$ cat src/rtl/uart_game_link_if.sv
// UART PHY-side bundle for the game link stage.
// master = link stage, slave = uart_tx/uart_rx side.
interface uart_game_link_if;
  logic [7:0] tx_data;
  logic       tx_start;
  logic       tx_busy;
  logic       tx_done;
  logic [7:0] rx_data;
  logic       rx_valid;

  modport master (
    output tx_data, tx_start,
    input  tx_busy, tx_done, rx_data, rx_valid
  );

  modport slave (
    input  tx_data, tx_start,
    output tx_busy, tx_done, rx_data, rx_valid
  );
endinterface

$ cat src/rtl/uart_game_link.sv
// Game link stage: 1-byte status frames over UART, opponent decode, link timeout.
// Optional GAME_LINK_ERRCNT_EN enables the bad-header rx byte counter.
module uart_game_link #(
  parameter int          HEARTBEAT_CYCLES = 650_000,
  parameter int          TIMEOUT_CYCLES   = 3_250_000,
  parameter logic [3:0]  HEADER           = 4'hA
) (
  input  logic clk,
  input  logic rst,
  input  logic game_over,
  input  logic player_ready,
  input  logic play_selected,
  input  logic multiplayer,
  uart_game_link_if.master bus,
  output logic       victory,
  output logic       opponent_ready,
  output logic       link_up,
  output logic [7:0] rx_err_count
);

  localparam int HB_W = $clog2(HEARTBEAT_CYCLES);
  localparam int TO_W = $clog2(TIMEOUT_CYCLES);
  localparam logic [HB_W-1:0] HB_MAX = HB_W'(HEARTBEAT_CYCLES - 1);
  localparam logic [TO_W-1:0] TO_MAX = TO_W'(TIMEOUT_CYCLES - 1);

  typedef enum logic [1:0] {
    IDLE, LOAD, SEND, WAIT_DONE
  } tx_state_e;

  tx_state_e       state_q, state_d;
  logic [7:0]      tx_data_q, tx_data_d;
  logic [7:0]      last_q, last_d;
  logic [HB_W-1:0] hb_q, hb_d;
  logic            tx_start;

  logic [TO_W-1:0] to_q, to_d;
  logic            link_q, link_d;
  logic [3:0]      opp_q, opp_d;
  logic            opp_rdy_q, opp_rdy_d;
  logic            vic_q, vic_d;

  logic [7:0] frame;
  logic       accept;

  assign frame = {HEADER, multiplayer, play_selected,
                  player_ready, game_over};
  assign accept = bus.rx_valid && (bus.rx_data[7:4] == HEADER);

  always_comb begin
    state_d   = state_q;
    tx_data_d = tx_data_q;
    last_d    = last_q;
    hb_d      = (hb_q == HB_MAX) ? hb_q : hb_q + 1'b1;
    tx_start  = 1'b0;
    unique case (state_q)
      IDLE: begin
        if (frame != last_q || hb_q == HB_MAX)
          state_d = LOAD;
      end
      LOAD: begin
        tx_data_d = frame;
        last_d    = frame;
        hb_d      = '0;
        state_d   = SEND;
      end
      SEND: begin
        if (!bus.tx_busy && !rst) begin
          tx_start = 1'b1;
          state_d  = WAIT_DONE;
        end
      end
      WAIT_DONE: begin
        if (bus.tx_done)
          state_d = IDLE;
      end
      default: state_d = IDLE;
    endcase
  end

  always_comb begin
    to_d   = (to_q == TO_MAX) ? to_q : to_q + 1'b1;
    link_d = link_q;
    opp_d  = opp_q;
    vic_d  = vic_q;
    if (accept) begin
      to_d   = '0;
      link_d = 1'b1;
      opp_d  = bus.rx_data[3:0];
    end else if (to_q == TO_MAX) begin
      link_d = 1'b0;
      opp_d  = 4'h0;
    end
    opp_rdy_d = link_d & opp_d[1];
    // A mutual game_over is blocked by the local game_over term.
    if (!multiplayer)
      vic_d = 1'b0;
    else if (accept && bus.rx_data[0] && !opp_q[0] && !game_over)
      vic_d = 1'b1;
  end

  always_ff @(posedge clk) begin
    if (rst) begin
      state_q   <= IDLE;
      tx_data_q <= 8'h00;
      last_q    <= 8'h00;
      hb_q      <= '0;
      to_q      <= '0;
      link_q    <= 1'b0;
      opp_q     <= 4'h0;
      opp_rdy_q <= 1'b0;
      vic_q     <= 1'b0;
    end else begin
      state_q   <= state_d;
      tx_data_q <= tx_data_d;
      last_q    <= last_d;
      hb_q      <= hb_d;
      to_q      <= to_d;
      link_q    <= link_d;
      opp_q     <= opp_d;
      opp_rdy_q <= opp_rdy_d;
      vic_q     <= vic_d;
    end
  end

  assign bus.tx_data   = tx_data_q;
  assign bus.tx_start  = tx_start;
  assign victory        = vic_q;
  assign opponent_ready = opp_rdy_q;
  assign link_up        = link_q;

`ifdef GAME_LINK_ERRCNT_EN
  logic [7:0] err_q, err_d;

  always_comb begin
    err_d = err_q;
    if (bus.rx_valid && !accept && err_q != 8'hFF)
      err_d = err_q + 8'h01;
  end

  always_ff @(posedge clk) begin
    if (rst) err_q <= 8'h00;
    else     err_q <= err_d;
  end

  assign rx_err_count = err_q;
`else
  assign rx_err_count = 8'h00;
`endif

endmodule

$ cat src/flat_wrapper.sv
// flat-port wrapper written by rule: the top's interface ports become plain ports
module uart_game_link_flat 
#(
  parameter int          HEARTBEAT_CYCLES = 650_000,
  parameter int          TIMEOUT_CYCLES   = 3_250_000,
  parameter logic [3:0]  HEADER           = 4'hA
)
  (clk, rst, game_over, player_ready, play_selected, multiplayer, victory, opponent_ready, link_up, rx_err_count, bus_tx_data, bus_tx_start, bus_tx_busy, bus_tx_done, bus_rx_data, bus_rx_valid);
  uart_game_link_if bus_i ();
  input  logic clk;
  input  logic rst;
  input  logic game_over;
  input  logic player_ready;
  input  logic play_selected;
  input  logic multiplayer;
  output logic victory;
  output logic opponent_ready;
  output logic link_up;
  output logic [7:0] rx_err_count;
  output wire logic [$bits(bus_i.tx_data)-1:0] bus_tx_data;
  output wire logic [$bits(bus_i.tx_start)-1:0] bus_tx_start;
  input wire logic [$bits(bus_i.tx_busy)-1:0] bus_tx_busy;
  input wire logic [$bits(bus_i.tx_done)-1:0] bus_tx_done;
  input wire logic [$bits(bus_i.rx_data)-1:0] bus_rx_data;
  input wire logic [$bits(bus_i.rx_valid)-1:0] bus_rx_valid;
  assign bus_tx_data = bus_i.tx_data;
  assign bus_tx_start = bus_i.tx_start;
  assign bus_i.tx_busy = bus_tx_busy;
  assign bus_i.tx_done = bus_tx_done;
  assign bus_i.rx_data = bus_rx_data;
  assign bus_i.rx_valid = bus_rx_valid;
  uart_game_link #(.HEARTBEAT_CYCLES(HEARTBEAT_CYCLES), .TIMEOUT_CYCLES(TIMEOUT_CYCLES), .HEADER(HEADER)) u_core (.clk(clk), .rst(rst), .game_over(game_over), .player_ready(player_ready), .play_selected(play_selected), .multiplayer(multiplayer), .bus(bus_i), .victory(victory), .opponent_ready(opponent_ready), .link_up(link_up), .rx_err_count(rx_err_count));
endmodule
$ cat config.mk
export PLATFORM = sky130hd
export DESIGN_NAME = uart_game_link_flat
export DESIGN_NICKNAME = d
export VERILOG_FILES = /design/src/rtl/uart_game_link_if.sv /design/src/rtl/uart_game_link.sv /design/src/flat_wrapper.sv
export SDC_FILE = /design/constraint.sdc
export NUM_CORES = 1
export LEC_CHECK = 0
export ABC_CLOCK_PERIOD_IN_PS = 1800
export BUFFER_PORTS_ARGS = -buffer_cell sky130_fd_sc_hd__buf_2
export CAP_MARGIN = 25
export CORE_MARGIN = 10
export CORE_UTILIZATION = 42
export DETAILED_ROUTE_END_ITERATION = 12
export GPL_TIMING_DRIVEN = 0
export PLACE_DENSITY = 0.69
export SYNTH_ARGS = -nofsm -noshare
export SYNTH_HDL_FRONTEND = slang
export SYNTH_SLANG_ARGS = --single-unit
$ cat constraint.sdc
create_clock -name clk -period 1.8 [get_ports clk]
set_input_delay 0.09 -clock clk [delete_from_list [all_inputs] [get_ports clk]]
set_output_delay 0.09 -clock clk [all_outputs]
set_load 0.02 [all_outputs]
# After elaboration in Yosys (flattened, before gate mapping)
# Index checks and enable logic that the tools add are counted.
# classes
bitwise,2
n_mux,10
eq_ne,10
addsub,2
reduce_logical,16
# ops
op,count
$add 22x1->22 const B,1
$eq 22x22->1 const B,1
$add 20x1->20 const B,1
$eq 20x20->1 const B,1
$mux 2,5
$pmux 2 s4,1
$ne 6x6->1,1
$reduce_or 2->1,3
$logic_and 1x1->1,5
$eq 2x2->1 const B,2
$eq 4x4->1 const B,1
$logic_not 1->1,4
$mux 1,4
$ne 2x1->1 const B,2
$reduce_and 3->1,1
$eq 2x1->1 const B,1
$logic_not 2->1,1
$ne 2x2->1 const B,1
$reduce_bool 2->1,1
$and 1x1->1,1
$logic_or 1x1->1,1
$not 1->1,1
# word_totals
input_bits,17
reg_bits,54
wordCells,49
out_inout_bits,20

# Depth between registers and ports, before layout
# logic_depth
word_depth,5
depth_mapped,8
mapped_depth_nobuf,6

# Worst setup path after synthesis
# No wires, ideal clock.
# synth_path
path_type,flip-flop to flip-flop
from,reg u_core.to_q[0]
to,"reg u_core.link_q, in the netlist u_core.link_up"
period_less_slack_ps,1684
n_path_buf,2
t_arrival_ps,1556
setup_ps,128
t_required_ps,1672
path_stages_with_launch,9
setup_slack_ps,116
path_cell_list,dfxtp_1 > ha_1 > and3_1 > buf_4 > nand2_2 > or3_1 > buf_6 > a21oi_2 > nor2_1
# synth_between
elab_chain_len,3
# synth_rtl
item,line_no,source
from (decl),uart_game_link.sv:36,"logic [TO_W-1:0] to_q, to_d;"
from (signal assigned),uart_game_link.sv:117,to_q <= to_d;
$eq 22x22->1,uart_game_link.sv:89,end else if (to_q == TO_MAX) begin
$mux 1,uart_game_link.sv:89,
$mux 1,uart_game_link.sv:85,if (accept) begin
to (signal assigned),uart_game_link.sv:118,link_q <= link_d;
to (decl),uart_game_link.sv:37,"logic link_q, link_d;"
# No other way between the ends.
# A chain may end at the register's enable or synchronous reset.

# Worst setup path in the final report
# layout_path
from,reg u_core.to_q[1]
to,"reg u_core.link_q, in the netlist u_core.link_up"
# Same word-level chain as after synthesis.

==> impl_metrics.ini <==
[floorplan]
die_x_um = 101
die_area_um2 = 10100
core_um2 = 6350
die_h_um = 101
ios = 37
start_util = 0.430
row_count = 29

[cts]
clk_latency_ns = 0.30
numClockSinks = 54
cts_root_buf = clkbuf_8
hold_buffers = 0
cts_tree = built
clock_path_buffers = 2
clk_pin_slew_ns = 0.09
numCtsBuffers = 5
h-tree-depth = 2

[final_layout]
most-common-layout-cells = dfxtp_1, nor2_1, buf_2
antenna_cells = 0
multi_input_area_um2 = 1530
fin_nets = 363
fillers = 599
mostFrequentLayoutCell = dfxtp_1
seq_area_um2 = 1090
drive_gt1_frac = 0.226
area_delta_synth_final_pct = 15.3

[worst_setup_path]
rrSetupSlack_ns = 0.09
start_kind = flip-flop
worstSetupEndpointType = flip-flop
critPathArrivalTime_ns = 1.89
reg2reg_from = u_core.to_q[1]
reg2reg_to = u_core.link_up
critical_path.endpoint = u_core.link_up
cp.required_ns = 1.98
r2r_cells = 8
critPathLaunch = u_core.to_q[1]
crit_type = reg2reg
path_max_fanout = 6

[job]
max_cap_violations = 0

[logic_synthesis]
synthesis.area_um2 = 2730
yosysSeqAreaShare = 0.396
synth-xor-area-share = 0.125
synth_top_area_share = 0.396
synth.avg_cell_area_um2 = 9.14
yosys.area.top_type = dfxtp_1
yosys.area_share.adder = 0.0321
synth_edf_count = 0
synth-seq-cells = 54
synth.distinct_cells = 45
synth-simple-area-share = 0.296
synth_top_family_by_area = simple AND/OR/NAND/NOR gates
synth.area.top_cells = dfxtp_1, nor2_1, xnor2_1, xor2_1, buf_4
async_reset_ff_frac = 0
netlist_instances = 299
yosysWarnings = 0
synth_ff_type = dfxtp_1
synthMuxAreaShare = 0.0256
synth_compound_area_frac = 0.0632

[sta]
period_minus_slack_ns = 1.71
setup_viol = 0
fmax_mhz = 585
hold_violations = 0
min_period_over_period = 0.950
worst_slew_pin_slew_ns = 0.508
finalMaxSlewViolations = 0
holdWs_ns = 0.0488
relSlewSlack = 0.660
skew_ns = 0.0161

[routing]
dr.pass1.iters = 4
wl_um = 4880
via_per_inst = 4.95
dr_total_vias = 2065
drc = 0
first_iter_violations = 57
avgRoutedWirePerCell_um = 11.7
final_antenna_net_count = 0

[global_route]
grt_pass1_vias = 2021
grt_pass1_wl_um = 8760
grt_max_degree = 17
grt_use_total = 0.101
antenna_found_initial = 0
gr-total-overflow = 0

[power]
p_per_area_nw_per_um2 = 898
static-leakage-power_uw = 0.00124
total_power_uw = 2830
vdd_drop_max_mv = 0.426

[min_path]
hold_path_class = in2reg

[place]
routabilityCongestion = 0.775
place_hpwl_um = 3680
io_buffers = 23

[outcome]
status = complete, no violations
-- cell families after synthesis --
| family | count (synthesis) |
|---|---|
| compound gates | 27 |
| mux | 7 |
| flops | 54 |
| simple gates | 136 |
| xor+xnor | 38 |
| other cells | 1 |
| fa+ha+maj | 7 |
| buf+inv | 29 |
-- metrics by stage --
step / util / TNS [ns] / instances / setup slack [ns] / area (µm²)
after global routing: 0.496 / -0.00223 / 417 / -0.00223 / 3150
final: 0.496 / 0 / 417 / 0.0893 / 3150
after CTS: 0.492 / 0 / 416 / 0.0135 / 3120
after floorplan: - / 0 / 308 / 0.116 / 2770
after global placement: 0.469 / -0.0387 / 408 / -0.0150 / 2980
after detailed placement: 0.469 / -0.0480 / 408 / -0.0211 / 2980
-- cells in the mapped netlist (2+ instances only) --
| library cell | number |
|---|---|
| and4_1 | 3 |
| nor2_1 | 47 |
| xnor2_1 | 19 |
| nor3b_1 | 3 |
| nand4_1 | 7 |
| xor2_1 | 18 |
| o21ai_0 | 12 |
| clkbuf_1 | 5 |
| or3_1 | 6 |
| ha_1 | 7 |
| nand2_1 | 15 |
| nor3_1 | 8 |
| nand4_4 | 2 |
| nor4b_2 | 3 |
| and3_1 | 9 |
| nor3_2 | 6 |
| dfxtp_1 | 54 |
| and4bb_1 | 2 |
| nand2b_1 | 4 |
| a21oi_1 | 8 |
| mux2i_1 | 7 |
| buf_2 | 2 |
| nand3_1 | 10 |
| buf_4 | 13 |
| inv_1 | 8 |
| nand4b_1 | 2 |
-- worst max-delay path: stages (launching register included) --
cell     delay, ns
dfxtp_2       0.35
ha_2          0.18
and3_1        0.17
buf_6         0.13
nand2_2       0.08
or3_4         0.38
buf_6         0.14
a21oi_2       0.12
nor2_1        0.04
-- routing by layer --
metal,global-route usage,up-vias,wire length [µm]
met3,0.0281,4,187
met2,0.171,22,2370
met1,0.121,963,2280
met4,0.0293,0,44
li1,-,1076,-
met5,0,-,0
-- state kept, by name, summed over array words and instances (netlist names) --
name / count
u_core.victory: 1
u_core.link_up: 1
u_core.to_q: 22
u_core.opp_q: 2
u_core.state_q: 2
u_core.bus.tx_data: 5
u_core.opponent_ready: 1
u_core.hb_q: 20
-- where the power goes --
group	total, µW	internal [µW]	switching [µW]
Combinational	530	234	296
Clock	965	593	372
Sequential	1330	1270	65.3
Total	2830	2090	734
-- worst min-delay path by stage --
stage,start,end,slack (ns),cells after the start
3_3_place_gp,play_selected,u_core.bus.tx_data[2],0.36,3
6_report,play_selected,u_core.bus.tx_data[2],0.05,3
5_1_grt,bus_rx_data[0],u_core.opp_q[0],0.06,3
2_1_floorplan,game_over,u_core.bus.tx_data[0],0.24,2
3_5_place_dp,play_selected,u_core.bus.tx_data[2],0.36,3
4_1_cts,play_selected,u_core.bus.tx_data[2],0.04,3
-- final cells by class --
type,instances,area share
Buffer,20,0.0445
Clock buffer,6,0.0262
Clock inverter,2,0.0191
Inverter,8,0.00953
Multi-Input combinational cell,225,0.484
Sequential cell,54,0.345
Tap cell,77,0.0306
Timing Repair Buffer,25,0.0413
-- repair_timing --
item,4_1_cts,5_1_grt
setup buffers,0,2
cloned,0,0
resized for setup,1,9
setup endpoints to repair,4,25
endpoints found under the hold margin,0,0
No activity file was read; power rests on OpenSTA's default activity.
